===== config.mk =====
export PLATFORM = sky130hd
export DESIGN_NAME = mem_cmd_burst_splitter
export DESIGN_NICKNAME = d
export VERILOG_FILES = /design/src/rtl/mem_cmd_burst_splitter.sv
export SDC_FILE = /design/constraint.sdc
export NUM_CORES = 1
export LEC_CHECK = 0
export CAP_MARGIN = 5
export CORE_AREA = 2 2 208 210
export DETAILED_ROUTE_END_ITERATION = 8
export DIE_AREA = 0 0 210 212
export PLACE_DENSITY = 0.51
export SKIP_LAST_GASP = 1
export SYNTH_ARGS = -nofsm -noshare
export SYNTH_HDL_FRONTEND = slang
export SYNTH_SLANG_ARGS = --single-unit

===== constraint.sdc =====
create_clock -name clk -period 9.68 [get_ports clk]
set_input_delay 1.452 -clock clk [delete_from_list [all_inputs] [get_ports clk]]
set_output_delay 1.452 -clock clk [all_outputs]
set_load 0.02 [all_outputs]

===== src/rtl/mem_cmd_burst_splitter.sv =====
// rtl/mem_cmd_burst_splitter.sv - splits memory commands at burst boundaries under an outstanding-credit limit
module mem_cmd_burst_splitter #(
   parameter int ADDR_WIDTH      = 64,
   parameter int LEN_WIDTH       = 32,
   parameter int TAG_WIDTH       = 8,
   parameter int MAX_BURST_BYTES = 4096,
   parameter int MAX_OUTSTANDING = 16,
   parameter int CNT_W           = $clog2(MAX_OUTSTANDING + 1)
) (
   input  logic                  clk,
   input  logic                  rst_n,
   input  logic                  s_cmd_valid,
   output logic                  s_cmd_ready,
   input  logic [ADDR_WIDTH-1:0] s_cmd_address,
   input  logic [LEN_WIDTH-1:0]  s_cmd_length,
   input  logic [TAG_WIDTH-1:0]  s_cmd_tag,
   output logic                  m_cmd_valid,
   input  logic                  m_cmd_ready,
   output logic [ADDR_WIDTH-1:0] m_cmd_address,
   output logic [LEN_WIDTH-1:0]  m_cmd_length,
   output logic [TAG_WIDTH-1:0]  m_cmd_tag,
   output logic                  m_cmd_last,
   input  logic                  s_sts_valid,
   output logic                  s_sts_ready,
   input  logic [7:0]            s_sts_data,
   output logic [CNT_W-1:0]      outstanding,
   output logic                  busy,
   output logic                  err_status,
   output logic [7:0]            err_status_code,
   output logic                  err_underflow
);

   localparam int                   OFF_W     = $clog2(MAX_BURST_BYTES);
   localparam logic [LEN_WIDTH-1:0] BURST_LEN = LEN_WIDTH'(MAX_BURST_BYTES);
   localparam logic [CNT_W-1:0]     MAX_OUT   = CNT_W'(MAX_OUTSTANDING);

   typedef enum logic {IDLE, ISSUE} state_t;

   state_t                state_q;
   logic [ADDR_WIDTH-1:0] addr_q;
   logic [LEN_WIDTH-1:0]  rem_q;
   logic [LEN_WIDTH-1:0]  piece_q;
   logic [TAG_WIDTH-1:0]  tag_q;
   logic [CNT_W-1:0]      out_q, out_d;
   logic                  err_status_q;
   logic [7:0]            err_code_q;
   logic                  err_underflow_q;

   logic                  m_hs;
   logic [ADDR_WIDTH-1:0] next_addr;
   logic [LEN_WIDTH-1:0]  next_rem;

   // Bytes that fit before the next burst boundary, clipped to what is left.
   function automatic logic [LEN_WIDTH-1:0] piece_of(input logic [OFF_W-1:0]     off,
                                                     input logic [LEN_WIDTH-1:0] len);
      logic [LEN_WIDTH-1:0] room;
      room = BURST_LEN - LEN_WIDTH'(off);
      return (len < room) ? len : room;
   endfunction

   assign s_cmd_ready     = (state_q == IDLE);
   assign s_sts_ready     = 1'b1;
   assign m_cmd_valid     = (state_q == ISSUE) && (out_q < MAX_OUT);
   assign m_cmd_address   = addr_q;
   assign m_cmd_length    = piece_q;
   assign m_cmd_tag       = tag_q;
   assign m_cmd_last      = (piece_q == rem_q);
   assign outstanding     = out_q;
   assign busy            = (state_q != IDLE) || (out_q != '0);
   assign err_status      = err_status_q;
   assign err_status_code = err_code_q;
   assign err_underflow   = err_underflow_q;

   assign m_hs      = m_cmd_valid && m_cmd_ready;
   assign next_addr = addr_q + ADDR_WIDTH'(piece_q);
   assign next_rem  = rem_q - piece_q;

   always_ff @(posedge clk or negedge rst_n) begin
      if (!rst_n) begin
         state_q <= IDLE;
         addr_q  <= '0;
         rem_q   <= '0;
         piece_q <= '0;
         tag_q   <= '0;
      end else begin
         case (state_q)
            IDLE: begin
               // Zero-length commands are consumed here without producing output.
               if (s_cmd_valid && (s_cmd_length != '0)) begin
                  addr_q  <= s_cmd_address;
                  rem_q   <= s_cmd_length;
                  tag_q   <= s_cmd_tag;
                  piece_q <= piece_of(s_cmd_address[OFF_W-1:0], s_cmd_length);
                  state_q <= ISSUE;
               end
            end
            ISSUE: begin
               if (m_hs) begin
                  addr_q  <= next_addr;
                  rem_q   <= next_rem;
                  piece_q <= piece_of(next_addr[OFF_W-1:0], next_rem);
                  if (m_cmd_last) begin
                     state_q <= IDLE;
                  end
               end
            end
            default: state_q <= IDLE;
         endcase
      end
   end

   // A status with nothing outstanding leaves the count alone unless an issue cancels it out.
   always_comb begin
      out_d = out_q;
      if (m_hs && !s_sts_valid) begin
         out_d = out_q + CNT_W'(1);
      end else if (!m_hs && s_sts_valid && (out_q != '0)) begin
         out_d = out_q - CNT_W'(1);
      end
   end

   always_ff @(posedge clk or negedge rst_n) begin
      if (!rst_n) begin
         out_q           <= '0;
         err_status_q    <= 1'b0;
         err_code_q      <= '0;
         err_underflow_q <= 1'b0;
      end else begin
         out_q <= out_d;
         if (s_sts_valid && (s_sts_data != 8'h00)) begin
            err_status_q <= 1'b1;
            if (!err_status_q) begin
               err_code_q <= s_sts_data;
            end
         end
         if (s_sts_valid && !m_hs && (out_q == '0)) begin
            err_underflow_q <= 1'b1;
         end
      end
   end

endmodule


# After elaboration in Yosys (flattened, before gate mapping)
# Index checks and enable logic that the tools add are counted.
# Widths: inputs -> output; s select.
classes:
  n_addsub: 6
  order_cmp: 3
  eq_ne: 3
  muxes: 17
  bitwise: 2
  reduce_logical: 19
op_table:
  columns: ["op", "n"]
  rows:
  - ["$mux 32", 6]
  - ["$mux 64", 2]
  - ["$pmux 32 s2", 2]
  - ["$pmux 64 s2", 1]
  - ["$add 64x32->64", 1]
  - ["$lt 32x32->1", 2]
  - ["$eq 32x32->1", 1]
  - ["$reduce_bool 32->1", 1]
  - ["$sub 32x32->32", 1]
  - ["$sub 13x12->14 const A", 2]
  - ["$mux 5", 2]
  - ["$logic_and 1x1->1", 8]
  - ["$reduce_bool 8->1", 1]
  - ["$reduce_and 2->1", 3]
  - ["$add 5x1->5 const B", 1]
  - ["$logic_not 5->1", 1]
  - ["$lt 5x5->1 const B", 1]
  - ["$reduce_bool 5->1", 1]
  - ["$sub 5x1->5 const B", 1]
  - ["$ne 2x1->1 const B", 2]
  - ["$mux 1", 3]
  - ["$logic_not 1->1", 2]
  - ["$not 1->1", 2]
  - ["$pmux 1 s2", 1]
  - ["2 further kinds", 2]
totals:
  register_bits: 152
  input_bits: 117

# Longest topological paths before layout
# Gate-level depths: netlist of the first run.
depth:
  ltp_word: 8
  ltp_mapped: 21

# Worst setup path after synthesis of the first run
# Ideal clock, no wire load.
synth_path:
  path_type: "register to register"
  start: "register addr_q[0] (netlist: m_cmd_address[0])"
  end: "register piece_q[2] (netlist: m_cmd_length[2])"
  setup_time_ps: 126
  t_arrival_ps: 5000
  setup_slack_ps: 4554
  path_stages_with_launch: 21
  n_path_buf: 1
  synth_period_minus_slack_ps: 5126
  path_cell_list: "dfrtp_1 > ha_1 > inv_1 > fa_1 > nor2b_1 > o21a_1 > o211a_1 > or3_1 > a2111o_1 > or3_1 > nor3_1 > xor2_1 > ha_1 > and3_1 > o2111ai_1 > a21oi_1 > or4b_2 > nor4_1 > nand4b_1 > buf_2 > o311a_1"
synth_between:
  elab_chain_cells: 6
synth_rtl:
  columns: ["item", "line_no", "text"]
  rows:
  - ["start: declaration", "40", "logic [ADDR_WIDTH-1:0] addr_q;"]
  - ["start signal: assignment", "90", "addr_q <= s_cmd_address;"]
  - ["start signal: assignment", "99", "addr_q <= next_addr;"]
  - ["$add 64x32->64 *", "75", "assign next_addr = addr_q + ADDR_WIDTH'(piece_q);"]
  - ["$sub 13x12->14 *", "57", "room = BURST_LEN - LEN_WIDTH'(off);"]
  - ["$lt 32x32->1", "58", "return (len < room) ? len : room;"]
  - ["$mux 32 *", "58", null]
  - ["$mux 32 *", "98", "if (m_hs) begin"]
  - ["$pmux 32 s2 *", "86", "case (state_q)"]
  - ["end signal: assignment", "93", "piece_q <= piece_of(s_cmd_address[OFF_W-1:0], s_cmd_length);"]
  - ["end signal: assignment", "101", "piece_q <= piece_of(next_addr[OFF_W-1:0], next_rem);"]
  - ["end: declaration", "42", "logic [LEN_WIDTH-1:0] piece_q;"]
# Mark *: on every way between the ends. The rest lies on a longest branch, timed or not. The select of a mux whose other input is x is not followed.
# A chain may end at the register's enable or synchronous reset.

# Worst setup path after layout of the first run
layout_path:
  start: "register piece_q[0] (netlist: m_cmd_length[0])"
  end: "register piece_q[10] (netlist: m_cmd_length[10])"
layout_between:
  elab_chain_cells: 6
layout_rtl:
  columns: ["item", "line_no"]
  rows:
  - ["$add 64x32->64", "75"]
  - ["$sub 13x12->14", "57"]
  - ["$lt 32x32->1", "58"]
  - ["$mux 32 *", "58"]
  - ["$mux 32 *", "98"]
  - ["$pmux 32 s2 *", "86"]
# Marked as above.

==> reports/metrics.yaml, run 1 <==
leakage_nw: 6.96
fillers: 4388
dr.pass1.iters: 5
layout.cells.most_common_list: "238 x clkdlybuf4s50_1, 172 x nand2_1, 151 x dfrtp_1, 122 x a21oi_1, 114 x o21ai_0"
floorplan.initialDensity_pct: 29.5
grt_pass1_vias: 12080
rsz0062_at_grt: "false"
utilization_pct: 37.6
syn_avg_cell_area_um2: 8.19
fin_crit_ns: 6.38
required_ns: 10.06
grt_max_degree: 96
ios: 241
setup_viol: 0
fp.coreArea_um2: 42500
ys_warn_count: 0
drt_iter0_drc: 813
drv_slew: 0
wl_um: 47300
synth_seq_cells: 152
synth_ff_type: "dfrtp_1"
numCtsBuffers: 17
synthCells: 1529
drc: 0
path_delay_family: "simple AND/OR/NAND/NOR gates"
crit_path_max_incr_delay_ns: 0.92
fin_nets: 1925
antenna_found_initial: 1
vias: 12317
hold_violations: 0
synthArstFlopShare_pct: 100
powerDensity_nw_per_um2: 343
finalPower_mw: 5.47
outcome: "complete, no violations"
die_w_um: 210
portBuffers: 239
synth-edff-count: 0
h-tree-depth: 4
dpl_cell_area_um2: 15400
timing.fmax_mhz: 157
ys_seq_area_share_pct: 30.4
endpoint_kind: "flip-flop"
drtAntennaViolNets: 0
synth_area_um2: 12500
clock_latency_ns: 0.45
wl_per_cell_um: 20.8
track_usage_pct: 21.1
gr-usage-met2_pct: 33.6
worstPathMaxFanout: 25
syn_to_final_growth_pct: 27.4
crit_buf_inv: 1
drive_gt1_share_pct: 4.75
grt_pass1_wl_um: 72500
max_cap_viol_count: 0
dieArea_um2: 44500
clock_skew_ns: 0.0200
via_per_inst: 5.42
final_cells: 2272
met1_usage_pct: 29.3
clkTransAtPathRegs_ns: 0.07
path_class: "flip-flop to flip-flop"
chipHeight_um: 212
finalCritPeriodShare_pct: 65.9
finalSetupTns_ns: 0
post_cts_buffers: 0
grt_util_met3_pct: 4.49
slew_headroom_pct: 23.9
cts_hold_buf: 0
cp_data_arrival_time_ns: 6.76
final_common_cell: "clkdlybuf4s50_1"
tightestPinTransition_ns: 1.14
hpwl_um: 35600
crit_top_cell: "or3_1"
top_usage_layer: "met2"
vdd_drop_max_v: 0.000143
root_buffer: "clkbuf_16"
dp.cells: 2240
ctsResizeCount: 0
cp_cell_sequence: "ha_1 -> inv_1 -> fa_1 -> nor2b_1 -> o21a_1 -> o211a_1 -> or3_1 -> a2111o_1 -> or3_1 -> nor3_1 -> xor2_1 -> ha_1 -> and3_1 -> o2111ai_1 -> a21oi_1 -> or4b_2 -> nor4_1 -> nand4b_1 -> or3_1 -> nand3_1"
finalInstanceArea_um2: 16000
cts_sinks: 152
worst_setup_path_start_kind: "flip-flop"
crit_slowest_cell: "nand4b_1"
grt_overflow: 0
rows: 76
synth_cell_types: 81
cts_buffer_depth: 2
gp_congestion: 0.895
synth_nets: 1741
hold_class: "flip-flop to flip-flop"
tritoncts: "built"
## worst min-delay path, cell delays in order, from the launching register on
cell and delay, ns:
dfrtp_1 0.35, nand2_1 0.05, nand2_1 0.05
## per-stage QoR
| stage | hold WS (ns) | setup slack [ns] |
|---|---|---|
| final | 0.477 | 3.30 |
| after global routing | 0.501 | 2.84 |
| after CTS | 0.484 | 3.30 |
| after detailed placement | 0.462 | 3.40 |
| after global placement | 0.449 | 3.48 |
| after floorplan | 0.450 | 4.55 |
## final cells by class
class / instances / area (um^2) / area share, %
multi-input cells: 1230 / 8170 / 51.2
flip-flops and latches: 152 / 3810 / 23.8
repair buffers: 249 / 2470 / 15.5
well taps: 546 / 683 / 4.28
clock buffers: 18 / 439 / 2.75
inverters: 63 / 236 / 1.48
clock inverters: 13 / 160 / 1.00
diodes: 1 / 2.50 / 0.0157
## power by group
part           switching [mW]  internal (mW)  total, mW
clock                   0.322          0.394      0.716
sequential              0.195          0.837       1.03
combinational            2.21           1.51       3.72
total                    2.73           2.74       5.47
## worst paths after layout
| check | to | slack, ns | depth (start not counted) | startpoint |
|---|---|---|---|---|
| worst max-delay path | m_cmd_length[10] | 3.30 | 20 | m_cmd_length[0] |
| worst min register to register | m_cmd_tag[7] | 0.48 | 2 | m_cmd_tag[7] |
| worst min-delay path | m_cmd_tag[7] | 0.48 | 2 | m_cmd_tag[7] |
| max in group asynchronous | m_cmd_address[8] | 7.14 | 2 | rst_n |
| min in group asynchronous | m_cmd_address[27] | 1.14 | 1 | rst_n |
| worst max register to register | m_cmd_length[10] | 3.30 | 20 | m_cmd_length[0] |
## sequential cells by signal, summed over array words and instances (netlist names)
signal	count
err_status	1
err_status_code	8
err_underflow	1
m_cmd_address	64
m_cmd_length	32
m_cmd_tag	8
outstanding	5
rem_q	32
state_q	1
## synthesized netlist by cell type (all sizes together) (4+ instances only)
library cell	instances	share of area [%]
and3	28	1.4
a31o	5	0.35
and2	13	0.65
buf	16	0.64
nand3	40	1.6
clkbuf	68	2.0
xor2	36	2.5
a311oi	7	0.49
and4	6	0.42
nand2b	15	0.75
o22ai	18	0.90
inv	63	1.9
nor3	36	1.4
nor4	18	0.90
o21bai	7	0.42
o211ai	24	1.5
or3	19	0.95
o21ai	127	5.1
o21a	20	1.2
a211o	5	0.35
a211oi	24	1.5
or3b	4	0.28
o31ai	8	0.48
nor3b	6	0.36
nand4	28	1.4
a21o	38	2.3
dfrtp	152	30
nor2	102	3.1
mux2i	60	4.8
mux2	14	1.3
o2111ai	4	0.28
a21boi	5	0.30
a21oi	123	4.9
nor2b	12	0.60
a31oi	14	0.70
or2	6	0.30
nand2	173	5.2
or4	8	0.48
xnor2	31	2.2
o221ai	4	0.28
ha	92	9.2
## routing by layer
metal / routed length (um) / up-vias
met5: 0 / -
met4: 800 / 0
met3: 2500 / 36
met2: 21400 / 284
met1: 22600 / 6003
li1: - / 5994
## logic make-up after synthesis
logic type | share of synthesized area [%]
simple gates | 20.3
compound gates | 24.3
flops | 30.4
buf+inv | 4.56
fa+ha+maj | 9.67
mux | 6.05
xor+xnor | 4.68
other cells | 0.0299
Note: power is estimated with default switching activity, not from simulation.
==> run 2: changes to the inputs <==
==> constraint.sdc (replaced) <==
create_clock -name clk -period 6.2 [get_ports clk]
set_input_delay 0.93 -clock clk [delete_from_list [all_inputs] [get_ports clk]]
set_output_delay 0.93 -clock clk [all_outputs]
set_load 0.02 [all_outputs]
==> run 2 against run 1 <==
Compared with the run above: design area up 0.16%; sequential cell count unchanged; die area unchanged; register-to-register slack worse by 2.6 ns; clock power up 45%; global-route usage up 0.25 points; clock skew down 0.0061 ns; maximum frequency up 16%; largest cell class unchanged.
==> reports/metrics.yaml, run 2 (synthesis results as in run 1) <==
crit_path_max_incr_delay_ns: 0.65  # was 0.92 ns
combPwrFrac_pct: 68.6  # was 68.1%
ios: 241  # unchanged
tightestPinTransition_ns: 0.977  # was 1.14 ns
cts_buffer_depth: 2  # unchanged
dr.pass1.iters: 5  # unchanged
worst_hold_slack_ns: 0.382  # was 0.477 ns
worstPathMaxFanout: 25  # unchanged
portBuffers: 239  # unchanged
final_cells: 2278  # was 2,272
largest_register_ffs: 64  # unchanged
slew_headroom_pct: 34.0  # was 23.9%
grt_max_degree: 60  # was 96
max_cap_viol_count: 0  # unchanged
finalInstanceArea_um2: 16000  # about the same
wl_per_cell_um: 20.9  # was 20.8 um
die_w_um: 210  # unchanged
h-tree-depth: 4  # unchanged
gp_congestion: 0.903  # was 0.895
drt_iter0_drc: 723  # was 813
rows: 76  # unchanged
pre_cts_ws_ns: 0.736  # was 3.40 ns
layout.cells.most_common_list: "238 x clkdlybuf4s50_1, 172 x nand2_1, 151 x dfrtp_1, 122 x a21oi_1, 114 x o21ai_0"  # unchanged
hold_class: "input port to async pin"  # was flip-flop to flip-flop
dp.cells: 2244  # was 2,240
vdd_drop_max_v: 0.000241  # was 0.000143 V
cts_sinks: 152  # unchanged
root_buffer: "clkbuf_16"  # unchanged
finalPower_mw: 8.46  # was 5.47 mW
finalSetupTns_ns: 0  # unchanged
tritoncts: "built"  # unchanged
cp_data_arrival_time_ns: 5.89  # was 6.76 ns
hold_violations: 0  # unchanged
hpwl_um: 35900  # was 35,600 um
clkTransAtPathRegs_ns: 0.07  # about the same
ctsResizeCount: 0  # unchanged
numCtsBuffers: 17  # unchanged
fin_nets: 1929  # was 1,925
cts_hold_buf: 0  # unchanged
worst_setup_path_start_kind: "flip-flop"  # unchanged
post_cts_buffers: 0  # unchanged
p_int_mw: 4.22  # was 2.74 mW
crit_slowest_cell: "or4b_2"  # was nand4b_1
timing.fmax_mhz: 182  # was 157 MHz
powerDensity_nw_per_um2: 529  # was 343 nW/um^2
setup_viol: 0  # unchanged
grt_pass1_vias: 12111  # was 12,080
grt_pass1_wl_um: 73500  # was 72,500 um
final_common_cell: "clkdlybuf4s50_1"  # unchanged
pwr-share-clk_pct: 12.3  # was 13.1%
crit_top_cell: "or3_1"  # unchanged
clock_skew_ns: 0.0138  # was 0.0200 ns
antenna_found_initial: 1  # unchanged
sw_frac_of_total_pct: 50.1  # was 49.9%
required_ns: 6.59  # was 10.06 ns
floorplan.initialDensity_pct: 29.5  # unchanged
fin_crit_ns: 5.51  # was 6.38 ns
drive_gt1_share_pct: 5.09  # was 4.75%
setup_ws_ns: 0.694  # was 3.30 ns
endpoint_kind: "flip-flop"  # unchanged
drc: 0  # unchanged
fp.coreArea_um2: 42500  # unchanged
rsz0062_at_grt: "false"  # unchanged
via_per_inst: 5.42  # about the same
grt_overflow: 0  # unchanged
dpl_cell_area_um2: 15400  # about the same
track_usage_pct: 21.4  # was 21.1%
finalCritPeriodShare_pct: 88.8  # was 65.9%
dieArea_um2: 44500  # unchanged
vias: 12337  # was 12,317
outcome: "complete, no violations"  # unchanged
leakage_nw: 6.98  # was 6.96 nW
p_switching_mw: 4.24  # was 2.73 mW
wl_um: 47700  # was 47,300 um
cp_cell_sequence: "ha_1 -> inv_1 -> fa_1 -> nor2b_1 -> o21a_1 -> o211a_1 -> or3_1 -> a2111o_1 -> or3_1 -> nor3_1 -> xor2_1 -> ha_1 -> and3_1 -> o2111ai_1 -> a21oi_1 -> or4b_2 -> nor4_1 -> nand4b_1 -> buf_4 -> or3_1 -> nand3_1"  # was ha_1 -> inv_1 -> fa_1 -> nor2b_1 -> o21a_1 -> o211a_1 -> or3_1 -> a2111o_1 -> or3_1 -> nor3_1 -> xor2_1 -> ha_1 -> and3_1 -> o2111ai_1 -> a21oi_1 -> or4b_2 -> nor4_1 -> nand4b_1 -> or3_1 -> nand3_1
drv_slew: 0  # unchanged
drtAntennaViolNets: 0  # unchanged
path_class: "flip-flop to flip-flop"  # unchanged
power_frac_seq_pct: 19.0  # was 18.9%
utilization_pct: 37.6  # about the same
chipHeight_um: 212  # unchanged
syn_to_final_growth_pct: 27.6  # was 27.4%
clock_latency_ns: 0.45  # about the same
run 2: cell types whose count changed in the layout (fill, tap and decap cells not counted), sizes merged:
cell,before,now
buf,11,15
bufinv,2,0
clkbuf,18,19
clkinv,2,4
clkinvlp,3,1
diode,1,2
inv,69,71
run 2: cell type report:
| type | instances | area, um^2 |
|---|---|---|
| fillers | 4357 | 26500 |
| multi-input cells | 1230 | 8180 |
| flip-flops and latches | 152 | 3810 |
| repair buffers | 253 | 2520 |
| well taps | 546 | 683 |
| clock buffers | 19 | 453 |
| inverters | 63 | 236 |
| clock inverters | 13 | 108 |
| diodes | 2 | 5.00 |
run 2: path summary, 6_finish.rpt:
check	from	endpoint	slack (ns)	cells after the start
worst max register to register	m_cmd_length[0]	m_cmd_length[10]	0.69	21
worst min-delay path	rst_n	m_cmd_address[30]	0.38	1
min in group clk	m_cmd_tag[7]	m_cmd_tag[7]	0.48	2
worst min register to register	m_cmd_tag[7]	m_cmd_tag[7]	0.48	2
max in group asynchronous	rst_n	state_q	4.45	2
worst max-delay path	m_cmd_length[0]	m_cmd_length[10]	0.69	21
run 2: metal layers:
metal	vias up	global-route usage [%]	routed length (um)
met3	34	4.31	2450
met4	0	5.21	774
li1	6002	-	-
met5	-	0	0
met1	5990	30.1	22900
met2	311	33.6	21600
run 2: power groups by stage:
stage	logic [mW]	registers [mW]	clock network, mW
2_1_floorplan	3.79	1.78	0
3_3_place_gp	5.73	1.61	0
3_5_place_dp	5.74	1.62	0
4_1_cts	5.79	1.61	1.08
5_1_grt	6.45	1.66	1.11
6_report	5.81	1.61	1.04
run 2: worst max-delay path, delay by kind of cell (launching register included):
family / cells / cell delay (ns)
adder cells (fa/ha/maj): 3 / 0.68
AO/OA/AOI/OAI: 5 / 1.09
XOR/XNOR: 1 / 0.21
flip-flops: 1 / 0.43
buffers and inverters: 2 / 0.34
AND/OR/NAND/NOR: 10 / 2.71
==> run 3: changes to the inputs <==
--- a/config.mk
+++ b/config.mk
@@ -9,6 +9,7 @@
 export CORE_AREA = 2 2 208 210
 export DETAILED_ROUTE_END_ITERATION = 8
 export DIE_AREA = 0 0 210 212
+export MAX_ROUTING_LAYER = met4
 export PLACE_DENSITY = 0.51
 export SKIP_LAST_GASP = 1
 export SYNTH_ARGS = -nofsm -noshare
==> run 3 against run 2 <==
Compared with the run above: die area unchanged; non-clock buffer count unchanged; sequential power about the same; wire length about the same; via count increased by 0.80%; critical path depth unchanged; hold slack improved by 0.018 ns; maximum frequency decreased by 0.97%; global-route usage increased by 0.81 points; clock power about the same; cell count about the same; critical endpoint unchanged.
==> reports/metrics.yaml, run 3 (synthesis results as in run 1) <==
ios: 241  # unchanged
drtAntennaViolNets: 0  # unchanged
drive_gt1_share_pct: 5.03  # was 5.09%
powerDensity_nw_per_um2: 529  # about the same
finalSetupTns_ns: 0  # unchanged
worstPathMaxFanout: 25  # unchanged
grt_overflow: 0  # unchanged
wl_um: 47700  # about the same
endpoint_kind: "flip-flop"  # unchanged
die_w_um: 210  # unchanged
cp_data_arrival_time_ns: 5.96  # was 5.89 ns
clock_skew_ns: 0.0154  # was 0.0138 ns
clkTransAtPathRegs_ns: 0.07  # about the same
finalPower_mw: 8.45  # was 8.46 mW
rsz0062_at_grt: "false"  # unchanged
rows: 76  # unchanged
finalCritPeriodShare_pct: 89.7  # was 88.8%
root_buffer: "clkbuf_16"  # unchanged
utilization_pct: 37.6  # about the same
grt_pass1_wl_um: 73500  # about the same
layout.cells.most_common_list: "238 x clkdlybuf4s50_1, 172 x nand2_1, 151 x dfrtp_1, 122 x a21oi_1, 114 x o21ai_0"  # unchanged
hold_class: "input port to async pin"  # unchanged
cts_sinks: 152  # unchanged
floorplan.initialDensity_pct: 29.5  # unchanged
track_usage_pct: 22.2  # was 21.4%
timing.fmax_mhz: 180  # was 182 MHz
portBuffers: 239  # unchanged
chipHeight_um: 212  # unchanged
ctsResizeCount: 0  # unchanged
via_per_inst: 5.46  # was 5.42
tritoncts: "built"  # unchanged
cts_hold_buf: 0  # unchanged
outcome: "complete, no violations"  # unchanged
crit_path_max_incr_delay_ns: 0.65  # about the same
worst_setup_path_start_kind: "flip-flop"  # unchanged
reg2regPathDepth: 21  # unchanged
vdd_drop_max_v: 0.000238  # was 0.000241 V
drt_iter0_drc: 864  # was 723
fin_crit_ns: 5.56  # was 5.51 ns
grt_pass1_vias: 12226  # was 12,111
required_ns: 6.60  # was 6.59 ns
tightestPinTransition_ns: 1.06  # was 0.977 ns
wl_per_cell_um: 21.0  # was 20.9 um
numCtsBuffers: 17  # unchanged
fin_nets: 1929  # unchanged
fp.coreArea_um2: 42500  # unchanged
hpwl_um: 36000  # was 35,900 um
syn_to_final_growth_pct: 27.5  # was 27.6%
final_common_cell: "clkdlybuf4s50_1"  # unchanged
post_cts_buffers: 0  # unchanged
largest_register_ffs: 64  # unchanged
cp_cell_sequence: "ha_1 -> inv_1 -> fa_1 -> nor2b_1 -> o21a_1 -> o211a_1 -> or3_1 -> a2111o_1 -> or3_1 -> nor3_1 -> xor2_1 -> ha_1 -> and3_1 -> o2111ai_1 -> a21oi_1 -> or4b_2 -> nor4_1 -> nand4b_1 -> buf_4 -> or3_1 -> nand3_1"  # unchanged
path_class: "flip-flop to flip-flop"  # unchanged
grt_max_degree: 56  # was 60
gp_congestion: 0.907  # was 0.903
h-tree-depth: 4  # unchanged
dieArea_um2: 44500  # unchanged
max_cap_viol_count: 0  # unchanged
hold_violations: 0  # unchanged
worst_hold_slack_ns: 0.400  # was 0.382 ns
setup_viol: 0  # unchanged
clock_latency_ns: 0.47  # was 0.45 ns
crit_slowest_cell: "or4b_2"  # unchanged
vias: 12436  # was 12,337
crit_top_cell: "or3_1"  # unchanged
drc: 0  # unchanged
antenna_found_initial: 1  # unchanged
leakage_nw: 6.96  # was 6.98 nW
dp.cells: 2244  # unchanged
dr.pass1.iters: 5  # unchanged
drv_slew: 0  # unchanged
slew_headroom_pct: 28.9  # was 34.0%
final_cells: 2277  # was 2,278
cts_buffer_depth: 2  # unchanged
## run 3: area by class of cell
class                           instances  area [um^2]
Inverter                               63          236
Tap cell                              546          683
Antenna cell                            1         2.50
Sequential cell                       152         3810
Clock buffer                           18          429
Clock inverter                         14          114
Fill cell                            4329        26500
Timing Repair Buffer                  253         2520
Multi-Input combinational cell       1230         8180
## run 3: routing by layer
metal / part of all wire, % / global-route usage [%] / wire (um) / vias up
li1: - / - / - / 5993
met1: 48 / 30.2 / 22900 / 6076
met2: 45 / 33.7 / 21600 / 319
met3: 5.0 / 3.83 / 2380 / 48
met4: 2.0 / 6.77 / 932 / 0
met5: 0 / - / 0 / -
## run 3: final timing paths
path                                      to       startpoint  slack, ns
setup / recovery            m_cmd_length[10]  m_cmd_length[0]       0.64
hold / removal             m_cmd_address[28]            rst_n       0.40
setup reg to reg            m_cmd_length[10]  m_cmd_length[0]       0.64
hold reg to reg                err_underflow    err_underflow       0.47
max in group asynchronous            state_q            rst_n       4.58
min in group clk               err_underflow    err_underflow       0.47
## run 3: per-stage QoR
| step | setup WS, ns | instance area [um^2] |
|---|---|---|
| floorplan | 1.07 | 12500 |
| global placement | 0.779 | 15400 |
| detailed placement | 0.711 | 15400 |
| CTS | 0.661 | 16000 |
| global route | 0.361 | 16000 |
| finish | 0.639 | 16000 |
## run 3: critical path: cells and delay by family (launching register included)
family	cells	cell delay, ns
simple gates	10	2.69
compound gates	5	1.09
fa+ha+maj	3	0.69
flops	1	0.43
buf+inv	2	0.34
xor+xnor	1	0.23
## run 3: power breakdown
part	switching, mW	internal [mW]	leakage, nW	total [mW]
registers	0.301	1.31	1.90	1.61
clock network	0.509	0.520	0.260	1.03
logic	3.44	2.37	4.80	5.81
